==> src/rtl/ps2_key_event_queue.sv <==
// ps2_key_event_queue
//   Consumes key events from ps2_host_keyboard, tracks the modifier keys
//   (left/right shift, ctrl, alt) and queues each event with a modifier
//   snapshot in a FIFO. A consumer drains the FIFO with a valid/ack handshake.
//
//   Event word: [15:10] modifiers, [9] release, [8] extended, [7:0] key_number
//
// Ports:
//   clk, clk__enable, reset_n      clock, clock enable, async active-low reset
//   ps2_key__*                     incoming key event (one-cycle valid pulse)
//   key_event_ack                  pops the head entry when key_event__valid
//   overflow_clear                 clears the sticky overflow flag
//   key_event__valid/__data        FIFO head
//   modifiers                      live modifier state
//   fifo_count                     entries held
//   overflow                       sticky: an event was dropped while full
//
// Optional build macro: PS2_KEY_REPEAT_FILTER_EN
//   Suppresses typematic repeats of the most recently pressed key.

module ps2_key_event_queue #(
  parameter int fifo_log2_depth = 3
) (
  input  logic                     clk,
  input  logic                     clk__enable,
  input  logic                     reset_n,
  input  logic                     ps2_key__valid,
  input  logic                     ps2_key__extended,
  input  logic                     ps2_key__release,
  input  logic [7:0]               ps2_key__key_number,
  input  logic                     key_event_ack,
  input  logic                     overflow_clear,
  output logic                     key_event__valid,
  output logic [15:0]              key_event__data,
  output logic [5:0]               modifiers,
  output logic [fifo_log2_depth:0] fifo_count,
  output logic                     overflow
);

  localparam int DEPTH = 1 << fifo_log2_depth;
  localparam int PW    = fifo_log2_depth;
  localparam int CW    = fifo_log2_depth + 1;

  logic [PW-1:0] wr_ptr_q, wr_ptr_d;
  logic [PW-1:0] rd_ptr_q, rd_ptr_d;
  logic [CW-1:0] count_q, count_d;
  logic [5:0]    mod_q, mod_d;
  logic          overflow_q, overflow_d;
  logic [15:0]   mem_q [DEPTH];

  logic [15:0]   event_word;
  logic          push_req;
  logic          push_ok;
  logic          pop;
  logic          full;

  // Modifier decode; the event word carries the post-update state.
  always_comb begin
    mod_d = mod_q;
    if (ps2_key__valid) begin
      case ({ps2_key__extended, ps2_key__key_number})
        9'h012:  mod_d[0] = ~ps2_key__release;
        9'h059:  mod_d[1] = ~ps2_key__release;
        9'h014:  mod_d[2] = ~ps2_key__release;
        9'h114:  mod_d[3] = ~ps2_key__release;
        9'h011:  mod_d[4] = ~ps2_key__release;
        9'h111:  mod_d[5] = ~ps2_key__release;
        default: ;
      endcase
    end
    event_word = {mod_d, ps2_key__release, ps2_key__extended, ps2_key__key_number};
  end

`ifdef PS2_KEY_REPEAT_FILTER_EN
  logic [8:0] held_key_q, held_key_d;
  logic       held_valid_q, held_valid_d;
  logic       key_match;

  // A press of the currently held key is a typematic repeat and is not queued.
  always_comb begin
    key_match    = held_valid_q && (held_key_q == {ps2_key__extended, ps2_key__key_number});
    held_key_d   = held_key_q;
    held_valid_d = held_valid_q;
    push_req     = ps2_key__valid;
    if (ps2_key__valid) begin
      if (!ps2_key__release) begin
        if (key_match) begin
          push_req = 1'b0;
        end else begin
          held_key_d   = {ps2_key__extended, ps2_key__key_number};
          held_valid_d = 1'b1;
        end
      end else if (key_match) begin
        held_valid_d = 1'b0;
      end
    end
  end

  always_ff @(posedge clk or negedge reset_n) begin
    if (!reset_n) begin
      held_key_q   <= '0;
      held_valid_q <= 1'b0;
    end else if (clk__enable) begin
      held_key_q   <= held_key_d;
      held_valid_q <= held_valid_d;
    end
  end
`else
  assign push_req = ps2_key__valid;
`endif

  always_comb begin
    pop  = (count_q != '0) && key_event_ack;
    full = (count_q == CW'(DEPTH));
    // A pop in the same cycle frees the slot, so a full FIFO still accepts.
    push_ok = push_req && (!full || pop);

    wr_ptr_d = push_ok ? wr_ptr_q + PW'(1) : wr_ptr_q;
    rd_ptr_d = pop     ? rd_ptr_q + PW'(1) : rd_ptr_q;

    case ({push_ok, pop})
      2'b10:   count_d = count_q + CW'(1);
      2'b01:   count_d = count_q - CW'(1);
      default: count_d = count_q;
    endcase

    // Set has priority over clear.
    overflow_d = (overflow_q && !overflow_clear) || (push_req && full && !pop);
  end

  always_ff @(posedge clk or negedge reset_n) begin
    if (!reset_n) begin
      wr_ptr_q   <= '0;
      rd_ptr_q   <= '0;
      count_q    <= '0;
      mod_q      <= '0;
      overflow_q <= 1'b0;
    end else if (clk__enable) begin
      wr_ptr_q   <= wr_ptr_d;
      rd_ptr_q   <= rd_ptr_d;
      count_q    <= count_d;
      mod_q      <= mod_d;
      overflow_q <= overflow_d;
    end
  end

  // Storage needs no reset; the head is masked while the FIFO is empty.
  always_ff @(posedge clk) begin
    if (clk__enable && push_ok) begin
      mem_q[wr_ptr_q] <= event_word;
    end
  end

  assign key_event__valid = (count_q != '0);
  assign key_event__data  = key_event__valid ? mem_q[rd_ptr_q] : 16'h0000;
  assign modifiers        = mod_q;
  assign fifo_count       = count_q;
  assign overflow         = overflow_q;

endmodule

==> config.mk <==
export PLATFORM = sky130hd
export DESIGN_NAME = ps2_key_event_queue
export DESIGN_NICKNAME = d
export VERILOG_FILES = /design/src/rtl/ps2_key_event_queue.sv
export SDC_FILE = /design/constraint.sdc
export NUM_CORES = 1
export LEC_CHECK = 0
export CORE_MARGIN = 5
export CORE_UTILIZATION = 55
export CTS_BUF_LIST = sky130_fd_sc_hd__clkbuf_8
export DETAILED_ROUTE_END_ITERATION = 6
export PLACE_DENSITY = 0.79
export SLEW_MARGIN = 10
export SYNTH_ARGS = -nofsm -noshare
export SYNTH_HDL_FRONTEND = slang
export SYNTH_SLANG_ARGS = --single-unit
==> constraint.sdc <==
create_clock -name clk -period 3 [get_ports clk]
set_input_delay 0.6 -clock clk [delete_from_list [all_inputs] [get_ports clk]]
set_output_delay 0.6 -clock clk [all_outputs]
set_load 0.01 [all_outputs]
==> key figures, run 1 <==
Power and ir drop
  – Sw Pwr: about 1.9 mW
  – Sequential Power Share: slightly above 40%
  – Power density relative to cell area: approximately 840 nW/um2
  – Combinational power share: 35.4%
  – Switching part of the total power: 30.3%
  – Internal power contribution: about 4.3 mW
  – Clock power share: between 20% and 30%
  – LEAKAGE: around 2.6 nW
  – Worst vdd rail ir drop: around 0.0005 V

Critical path
  – Capture instance of the worst register-to-register path: mem_q[5][10]
  – Arrival time worst endpoint: about 2.3 ns
  – Startpoint of the worst register-to-register path: fifo_count[0]
  – Max FO, Critical Path: 6
  – R2R depth: 6
  – Register-to-register setup slack: 0.91 ns
  – Type of the worst setup path: reg -> out
  – Worst Path Required: between 2 and 2.5 ns
  – Endpoint type of the worst setup path: output pin
  – Sort of element at the start of the critical path: flop

Yosys
  – Mean post-synth cell area: around 18 um2
  – Main synth FF type: sky130_fd_sc_hd__edfxtp_1
  – Seq/Total Area, Yosys: 71.5%
  – Synth Net Count: 344
  – Number of flip-flops and latches in the synthesized netlist: about 150
  – Warnings from Yosys: 0
  – Post-synthesis async set-or-reset flop share: a little under an eighth
  – Post-synthesis cell count: 325
  – Top-area cell type share of the netlist area: approximately 64%
  – Post-synthesis instance area: ~6000 um2
  – Cell accounting for the most synthesized area: sky130_fd_sc_hd__edfxtp_1
  – EDFF count, synth: between 100 and 150
  – Top cells by area, synth: sky130_fd_sc_hd__edfxtp_1, sky130_fd_sc_hd__mux4_2, sky130_fd_sc_hd__dfrtp_1, sky130_fd_sc_hd__mux2i_1, sky130_fd_sc_hd__nor2_1
  – Number of distinct standard cells referenced by the synthesized netlist: 40

Timing
  – Setup clock skew after layout: between 0.01 and 0.015 ns
  – Fin crit period: 2.90 ns
  – Final setup margin: about 0.097 ns
  – Final setup violation count: 0
  – Final Slew Violations: 0
  – RSZ-0062 raised after global routing: false
  – Portion of the clock cycle consumed by the worst path in the final layout: between 90% and 100%
  – Slew at the pin closest to its max-slew limit: between 0.8 and 0.9 ns
  – Hold slack: ~0.51 ns
  – Remaining max-slew budget at the tightest pin: 42.4%
  – Fmax: roughly 340 MHz
  – Hold Fails Final Rpt: 0

Global routing
  – Initial antenna violation count: 0
  – Number of global-route vias before repair: 3,478
  – Wire length of the first global-routing pass: 19,400 um
  – Sum of overflow across all layers after global routing: 0
  – Maximum number of pins on one net before global-route repair: 27
  – Global-route usage over all layers: around 20%

Route
  – First DRT Iteration DRCs: approximately 330
  – Remaining number of nets flagged by the antenna check after routing: 0
  – Routed Wire Length: 12,300 um
  – Met2 wire length: ~6400 um
  – Highest metal layer used by the detailed router: met4
  – Routed length per placed instance: ~22 um
  – Number of optimization iterations in the first detailed-route pass: 4
  – # DRC: 0
  – Wire length on met1: slightly below 5000 um
  – Routed via count: approximately 3,300
  – Number of vias per cell: approximately 5.9
  – Routed wl met3: about 830 um

Hold path
  – Worst Hold Path EP: rd_ptr_q[2]
  – Worst hold path cell count: 1
  – Startpoint of the most critical hold path: rd_ptr_q[2]
  – Class of the tightest hold or removal check: reg -> reg

Clock network
  – Clock tree from TritonCTS: yes
  – Max Root-Sink Buffers: 2
  – Clock-pin slew of the registers on the worst-case setup and hold paths: approximately 0.07 ns
  – Number of clock sinks: 145
  – Clock root buffer: sky130_fd_sc_hd__clkbuf_8
  – CTS H-Tree Depth: 4
  – Number of buffers created by CTS: 17
  – Clk_lat worst skew: about 0.43 ns

Final layout
  – Antenna diode count: 0
  – Layout area overhead: 22.5%
  – Fraction of final layout cells sized beyond drive strength 1: between 20% and 30%
  – FF/Latch Area: 4270 um2
  – Final nets: 426
  – Fillers: 721
  – Most frequent standard cell in the layout excluding fill and tap cells: sky130_fd_sc_hd__edfxtp_1
  – Final standard cell area without fillers: 7320 um2
  – Leading cell types in the layout, fill and taps excluded: sky130_fd_sc_hd__edfxtp_1, sky130_fd_sc_hd__mux4_2, sky130_fd_sc_hd__clkdlybuf4s50_1
  – Final standard cell utilization of the core: between 60 and 70%
  – Multi-input gate area in the final layout: about 1700 um2

Floorplanning
  – IO Pins: 44
  – Cell Rows: 38
  – Initial Util: a little under three fifths
  – Die Ht: about 110 um
  – Die Span X: about 110 um
  – Core outline area: approximately 11,000 um2
  – Die footprint: ~13,000 um2

Run
  – Number of max-capacitance violations reported: 0

Place
  – Final weighted congestion of routability-driven global placement: slightly above 0.8
  – Buffers added on ports: 43
  – Post-detailed-placement half-perimeter wirelength: around 7400 um
  – Area post-placement: ~6800 um2
  – Worst setup timing slack at the placement stage: -0.164 ns

Run status
  – Run status: completed
timing repair:
item / in CTS / in global routing
resized for setup: 2 / 14
gates cloned: 0 / 2
buffers inserted: 0 / 3
setup endpoints to repair: 1 / 12
hold buffers: 0 / 0
layer usage:
| layer | vias up | GRT usage, % |
|---|---|---|
| met2 | 119 | 33.0 |
| met4 | 0 | 6.02 |
| li1 | 1463 | - |
| met1 | 1692 | 27.9 |
| met3 | 8 | 4.02 |
| met5 | - | 0 |
Yosys cell counts, types with 2 or more instances:
cell / n
sky130_fd_sc_hd__nand2_1: 13
sky130_fd_sc_hd__and2_1: 2
sky130_fd_sc_hd__dfrtp_1: 17
sky130_fd_sc_hd__inv_1: 9
sky130_fd_sc_hd__buf_2: 5
sky130_fd_sc_hd__nor4_2: 2
sky130_fd_sc_hd__o21ai_0: 2
sky130_fd_sc_hd__clkbuf_1: 10
sky130_fd_sc_hd__mux2_2: 3
sky130_fd_sc_hd__mux4_2: 32
sky130_fd_sc_hd__nor2_1: 21
sky130_fd_sc_hd__nor3_1: 7
sky130_fd_sc_hd__ha_1: 3
sky130_fd_sc_hd__nand2b_1: 2
sky130_fd_sc_hd__nand4_1: 4
sky130_fd_sc_hd__xnor2_1: 5
sky130_fd_sc_hd__nand3_1: 8
sky130_fd_sc_hd__xor2_1: 2
sky130_fd_sc_hd__edfxtp_1: 128
sky130_fd_sc_hd__nor4_1: 2
sky130_fd_sc_hd__a21oi_1: 3
sky130_fd_sc_hd__mux2i_1: 27
registers in the layout, summed over array words and instances, names as in the netlist:
register    flops
modifiers       6
rd_ptr_q        3
fifo_count      4
overflow        1
mem_q         128
wr_ptr_q        3
power by group through the flow:
stage               logic (mW)  clock network (mW)  registers [mW]
floorplan                 1.24                   0            2.53
global placement          2.07                   0            2.56
global route              2.36                1.57            2.56
finish                    2.18                1.44            2.54
detailed placement        2.10                   0            2.58
CTS                       2.11                1.47            2.54
worst max-delay path by stage:
| stage | startpoint | end | slack [ns] | cells past startpoint |
|---|---|---|---|---|
| 6_report | rd_ptr_q[0] | key_event__data[1] | 0.1 | 7 |
| 5_1_grt | rd_ptr_q[0] | key_event__data[3] | 0.005 | 5 |
| 4_1_cts | rd_ptr_q[0] | key_event__data[12] | 0.009 | 5 |
| 3_5_place_dp | ps2_key__key_number[5] | mem_q[5][11] | -0.16 | 5 |
| 3_3_place_gp | ps2_key__key_number[5] | mem_q[4][11] | -0.09 | 5 |
| 2_1_floorplan | ps2_key__valid | mem_q[0][0] | 0.19 | 3 |
worst max-delay path, cell delays in order (launching register included):
cell and delay [ns]:
sky130_fd_sc_hd__dfrtp_2 0.44, sky130_fd_sc_hd__buf_12 0.13, sky130_fd_sc_hd__buf_6 0.15, sky130_fd_sc_hd__buf_4 0.12, sky130_fd_sc_hd__mux4_2 0.49, sky130_fd_sc_hd__mux2i_2 0.20, sky130_fd_sc_hd__nor2_1 0.06, sky130_fd_sc_hd__dlygate4sd2_1 0.29
area by class of cell:
| class | count | share of cell area (%) |
|---|---|---|
| Clock buffer | 17 | 3.20 |
| Clock inverter | 15 | 1.98 |
| Inverter | 9 | 0.462 |
| Multi-Input combinational cell | 155 | 22.7 |
| Sequential cell | 145 | 58.3 |
| Tap cell | 140 | 2.39 |
| Timing Repair Buffer | 79 | 11.0 |
logic make-up (layout without fill, tap and decap cells):
| family | Yosys count | count (layout) | share of synthesized area [%] |
|---|---|---|---|
| compound gates | 12 | 12 | 1.51 |
| xor+xnor | 7 | 7 | 1.03 |
| fa+ha+maj | 3 | 3 | 0.628 |
| buf+inv | 25 | 120 | 1.68 |
| flops | 145 | 145 | 71.5 |
| mux | 62 | 62 | 17.2 |
| simple gates | 71 | 71 | 6.54 |
metrics by stage:
step | TNS, ns | cells | total power, mW
after floorplan | 0 | 325 | 3.77
after global placement | -0.682 | 523 | 4.64
after detailed placement | -1.79 | 523 | 4.68
after CTS | 0 | 555 | 6.12
after global routing | 0 | 560 | 6.50
final | 0 | 560 | 6.16
Power figures use the tool's default switching activity.
==> run 2: changes to the inputs <==
Settings changed: PLACE_DENSITY 0.79 to 0.8.
==> run 2 against run 1 <==
  * Combinational power shrank 2%
  * Critical path type unchanged
  * Worst setup slack worse by 0.029 ns
  * Non-clock buffer count increased by 1
==> key figures, run 2 (synthesis results as in run 1) <==
Clock network
  – Clk_lat worst skew: ~0.43 ns
  – Clock root buffer: sky130_fd_sc_hd__clkbuf_8
  – Clock-pin slew of the registers on the worst-case setup and hold paths: 0.07 ns
  – Number of buffers created by CTS: 17
  – Clock tree from TritonCTS: yes
  – Max Root-Sink Buffers: 2
  – Number of clock sinks: 145
  – CTS H-Tree Depth: 4

Hold path
  – Class of the tightest hold or removal check: reg -> reg
  – Startpoint of the most critical hold path: overflow
  – Worst Hold Path EP: overflow
  – Worst hold path cell count: 1

Global routing
  – Maximum number of pins on one net before global-route repair: 22
  – Global-route usage over all layers: 21.4%
  – Wire length of the first global-routing pass: 20,300 um
  – Initial antenna violation count: 0
  – Sum of overflow across all layers after global routing: 0
  – Number of global-route vias before repair: 3,566

Final layout
  – Layout area overhead: 23.8%
  – Fraction of final layout cells sized beyond drive strength 1: a little over a quarter
  – Post-Layout Cell Count: 561
  – Final nets: 427
  – Final standard cell area without fillers: 7400 um2
  – Largest register by flop count: mem_q
  – Largest register FFs: ~130
  – Most frequent standard cell in the layout excluding fill and tap cells: sky130_fd_sc_hd__edfxtp_1
  – Antenna diode count: 0
  – Leading cell types in the layout, fill and taps excluded: sky130_fd_sc_hd__edfxtp_1, sky130_fd_sc_hd__clkdlybuf4s50_1, sky130_fd_sc_hd__mux4_2

Run status
  – Run status: completed

Route
  – Remaining number of nets flagged by the antenna check after routing: 0
  – Routed Wire Length: 12,700 um
  – First DRT Iteration DRCs: between 200 and 300
  – Routed length per placed instance: 22.6 um
  – Number of vias per cell: 5.82
  – Number of optimization iterations in the first detailed-route pass: 5
  – # DRC: 0
  – Routed via count: between 3,000 and 4,000

Critical path
  – Endpoint type of the worst setup path: output pin
  – R2R depth: 6
  – Capture instance of the worst register-to-register path: mem_q[5][10]
  – Register-to-register setup slack: 0.85 ns
  – Type of the worst setup path: reg -> out
  – Startpoint of the worst register-to-register path: fifo_count[2]
  – Worst Path Required: 2.40 ns
  – Sort of element at the start of the critical path: flop
  – Max FO, Critical Path: 7
  – Arrival time worst endpoint: between 2 and 2.5 ns

Place
  – Post-detailed-placement half-perimeter wirelength: 7890 um
  – Placed insts: around 530
  – Buffers added on ports: 43
  – Area post-placement: 6870 um2
  – Worst setup timing slack at the placement stage: -0.246 ns
  – Final weighted congestion of routability-driven global placement: 0.781

Timing
  – Slew at the pin closest to its max-slew limit: roughly 0.84 ns
  – Hold Fails Final Rpt: 0
  – Setup clock skew after layout: about 0.0091 ns
  – Remaining max-slew budget at the tightest pin: 43.9%
  – RSZ-0062 raised after global routing: true
  – Fin crit period: a little under 3 ns
  – Final setup margin: about 0.068 ns
  – Final setup violation count: 0
  – Fmax: 341 MHz
  – Final Slew Violations: 0
  – Portion of the clock cycle consumed by the worst path in the final layout: 97.7%

Floorplanning
  – Core outline area: 10,700 um2
  – Cell Rows: 38
  – IO Pins: 44
  – Die Span X: about 110 um
  – Die footprint: 13,000 um2
  – Initial Util: 55.6%
  – Die Ht: ~110 um

Power and ir drop
  – Worst vdd rail ir drop: roughly 0.00057 V
  – Final Power: about 6.4 mW
  – Power density relative to cell area: around 870 nW/um2
  – LEAKAGE: between 2 and 3 nW

Run
  – Number of max-capacitance violations reported: 0
==> run 2: changes by cell type in the layout (fill, tap and decap cells not counted), moves of 2 or more <==
cell,delta
sky130_fd_sc_hd__buf_6,-2
sky130_fd_sc_hd__inv_6,-2
sky130_fd_sc_hd__clkinvlp_4,-2
sky130_fd_sc_hd__mux2i_1,+3
sky130_fd_sc_hd__clkdlybuf4s50_1,+3
sky130_fd_sc_hd__dlymetal6s2s_1,-2
sky130_fd_sc_hd__bufinv_16,+4
sky130_fd_sc_hd__clkinv_2,-2
sky130_fd_sc_hd__mux2i_2,-3
sky130_fd_sc_hd__clkinv_1,+2
sky130_fd_sc_hd__buf_4,+2
==> run 2: timing repair <==
| item | in CTS | in global routing |
|---|---|---|
| setup buffers | 1 | 2 |
| hold buffers | 0 | 0 |
| gates resized for setup | 0 | 9 |
| pin swaps | 0 | 0 |
| gates cloned | 0 | 1 |
| endpoints found under the setup margin | 8 | 8 |
==> run 2: critical path: stages (launching register included) <==
cell	delay [ns]
sky130_fd_sc_hd__dfrtp_2	0.40
sky130_fd_sc_hd__buf_4	0.21
sky130_fd_sc_hd__mux4_2	0.55
sky130_fd_sc_hd__mux2i_1	0.19
sky130_fd_sc_hd__nor2_1	0.06
sky130_fd_sc_hd__clkdlybuf4s50_1	0.48
==> run 2: stage by stage <==
| stage | hold WS (ns) | TNS (ns) | util [%] |
|---|---|---|---|
| floorplan | 0.304 | 0 | - |
| global placement | 0.493 | -0.756 | 63.9 |
| detailed placement | 0.514 | -2.57 | 63.9 |
| CTS | 0.536 | 0 | 68.3 |
| global route | 0.548 | -0.0268 | 68.8 |
| finish | 0.523 | 0 | 68.8 |
==> run 2: cell type report <==
type / count / area, um2
flip-flops and latches: 145 / 4270
fillers: 734 / 3350
multi-input cells: 155 / 1650
repair buffers: 80 / 811
clock buffers: 17 / 234
clock inverters: 15 / 225
well taps: 140 / 175
inverters: 9 / 33.8
==> run 2: power breakdown <==
group	switching (mW)	internal, mW	leakage [nW]	total, mW
clock	0.686	1.06	0.244	1.74
combinational	0.969	1.16	1.12	2.13
sequential	0.175	2.39	1.28	2.56
total	1.83	4.61	2.65	6.44
==> run 2: worst max path at each step <==
stage / start / endpoint / cells after the start
global route: rd_ptr_q[0] / key_event__data[8] / 5
floorplan: ps2_key__valid / mem_q[0][0] / 3
detailed placement: ps2_key__key_number[4] / mem_q[6][11] / 5
CTS: rd_ptr_q[0] / key_event__data[8] / 5
global placement: ps2_key__key_number[4] / mem_q[4][11] / 5
finish: rd_ptr_q[0] / key_event__data[8] / 5
==> run 2: per-layer routing <==
layer / global-route usage [%] / routed length, um / vias to the layer above
li1: - / - / 1458
met1: 28.0 / 5120 / 1665
met2: 35.4 / 6500 / 129
met3: 5.44 / 842 / 15
met4: 6.73 / 230 / 0
met5: 0 / 0 / -
==> RTL edit, RTL diff (flow settings as in run 2) <==
Add a define of `PS2_KEY_REPEAT_FILTER_EN`.
--- a/src/rtl/ps2_key_event_queue.sv
+++ b/src/rtl/ps2_key_event_queue.sv
@@ -17,6 +17,8 @@
 //
 // Optional build macro: PS2_KEY_REPEAT_FILTER_EN
 //   Suppresses typematic repeats of the most recently pressed key.
+
+`define PS2_KEY_REPEAT_FILTER_EN
 
 module ps2_key_event_queue #(
   parameter int fifo_log2_depth = 3
Function: changed (a bounded check fails within 4 cycles, from zero or initial values and one cycle with reset_n low).
==> RTL edit against run 2 <==
  * Power down 3.1%
  * Setup slack better by 0.067 ns
  * Final area up 5.4%
  * Sequential cell count up 10
  * Critical endpoint is now key_event__data[0]
  * Wire length up 1.4%
  * Area after synthesis up 7.5%
  * Register-to-register slack worse by 0.40 ns
  * Clock skew up 0.0039 ns
==> RTL edit: results (changes against run 2) <==
[detailed_routing]
avgViaCountPerCell = 5.82  ; about the same
drt-initial-drc-count = 313  ; +24%
wl_per_cell_um = 21.5  ; -5.0%
detail_route.first_pass.iterations = 5  ; unchanged

[final_layout]
largest_register_ff_count = 128  ; unchanged
layout_net_count = 463  ; +8.4%
drive_gt1_frac = 0.276  ; +0.0127
largest-register = mem_q
insertedDiodeCount = 0  ; unchanged

[synthesis]
compound_gate_fraction_of_synth_area = 0.0146  ; -0.000473
yosys_most_used_dff = edfxtp_1
synthArstFlopShare = 0.174  ; +0.0570
post_synth_main_area_contributors = edfxtp_1 (60%), mux4_2 (11%), dfrtp_1 (11%)
yosys.area_share.adder = 0.00779  ; +0.00151
synth-edff-count = 128  ; unchanged
netlist-cell-type-count = 39  ; -2.5%
synth_top_cells_by_count = edfxtp_1 (128), mux4_2 (32), dfrtp_1 (27)
yosys.area_share.xor_xnor = 0.0205  ; +0.0102
synth.yosys.seq_area_share = 0.704  ; -0.0112
synthesis.nets = 375  ; +9.0%
yosysWarningCount = 0  ; unchanged
synth_mux_area_frac = 0.178  ; +0.00628

[placed_design]
detailed_place_hpwl_um = 8510  ; +8.0%
routabilityCongestion = 0.839  ; +7.4%
port-buffer-count = 43  ; unchanged
place_area_sq_um = 7410  ; +7.9%

[clock_network]
cts.repair_timing.setup_buffer_count = 0  ; -1
clkSlewWorstSetupHoldPaths_ns = 0.08
cts_max_level = 4  ; unchanged
cts_root_buf = clkbuf_8
cts-root-to-sink-buffers = 2  ; unchanged
cts_made_buffers = 17  ; unchanged
worstSkewPairLatency_ns = 0.43  ; about the same

[timing]
worst_slew_margin_rel = 0.546  ; +0.107
clock_skew_ns = 0.0130  ; +0.00391 ns

[grt]
grt_first_pass_wirelength_um = 20900  ; +2.9%
grt_util_met1 = 0.263  ; -0.0164
met3_usage = 0.0452  ; -0.00927
grt_pass1_vias = 3676  ; +3.1%
global_route.usage.total = 0.198  ; -0.0156
grt.met2_usage = 0.328  ; -0.0260
maximum_number_of_pins_on_one_net_before_global_route_repair = 33  ; +50%
antenna_violations_before_repair = 0  ; unchanged

[setup_path]
worst_setup_path_startpoint = rd_ptr_q[0]
critical_path.slowest_cell = mux4_2
regToRegStartpoint = held_key_q[8]
worst_ep_arrival_time_ns = 2.26  ; -0.07 ns
path_max_fanout = 9  ; +2
cell_family_with_the_largest_share_of_critical_path_delay = multiplexers
cp_slowest_stage_delay_ns = 0.53  ; -0.02 ns

[power]
max-vdd-ir-drop_uv = 544  ; -3.7%
power_leakage_nw = 2.83  ; +7.1%

[status]
outcome = completed

[min_path]
min-delay-path-class = in -> async

-- RTL edit: path summary, 6_finish.rpt --
kind                                       to  slack, ns  cells after the start
min in group clk                 held_valid_q       0.48                      2
hold reg to reg                  held_valid_q       0.48                      2
max in group asynchronous        modifiers[5]       1.91                      2
setup reg to reg                fifo_count[2]       0.45                     13
hold / removal                  held_key_q[0]       0.47                      1
setup / recovery           key_event__data[0]       0.14                      5
-- RTL edit: repair_timing --
| action | in CTS | in global routing |
|---|---|---|
| hold endpoints to repair | 0 | 0 |
| resized for setup | 4 | 14 |
| pin swaps | 0 | 1 |
| gates cloned | 0 | 0 |
| endpoints found under the setup margin | 2 | 13 |
-- RTL edit: where the power goes --
group          total, mW  switching (mW)  internal [mW]
registers           2.73           0.189           2.54
logic               2.16           0.975           1.18
clock network       1.35           0.714          0.637
-- RTL edit: kinds of logic after synthesis --
kind of cell | Yosys count
mux | 72
simple gates | 74
flops | 155
fa+ha+maj | 4
xor+xnor | 15
compound gates | 12
buf+inv | 23
-- RTL edit: routing by layer --
metal / share of wire / vias to the layer above
met5: 0 / -
met1: 0.41 / 1794
met4: 0.0089 / 0
li1: - / 1561
met2: 0.52 / 120
met3: 0.061 / 10
-- RTL edit: stage by stage --
stage	total power, mW	cells	setup WS, ns	setup TNS, ns	hold WS, ns
floorplan	4.01	355	-0.216	-25.57	0.304
global placement	4.92	567	-0.147	-7.66	0.466
detailed placement	4.98	567	-0.282	-12.95	0.471
CTS	6.33	599	0.0176	0	0.445
global route	6.58	599	0.00208	0	0.452
finish	6.24	599	0.135	0	0.465
-- RTL edit: area by class of cell --
type	instances	area, sq um
clock inverters	15	111
repair buffers	83	887
flip-flops and latches	155	4520
clock buffers	17	234
well taps	143	179
multi-input cells	177	1830
inverters	9	33.8
fillers	751	3620
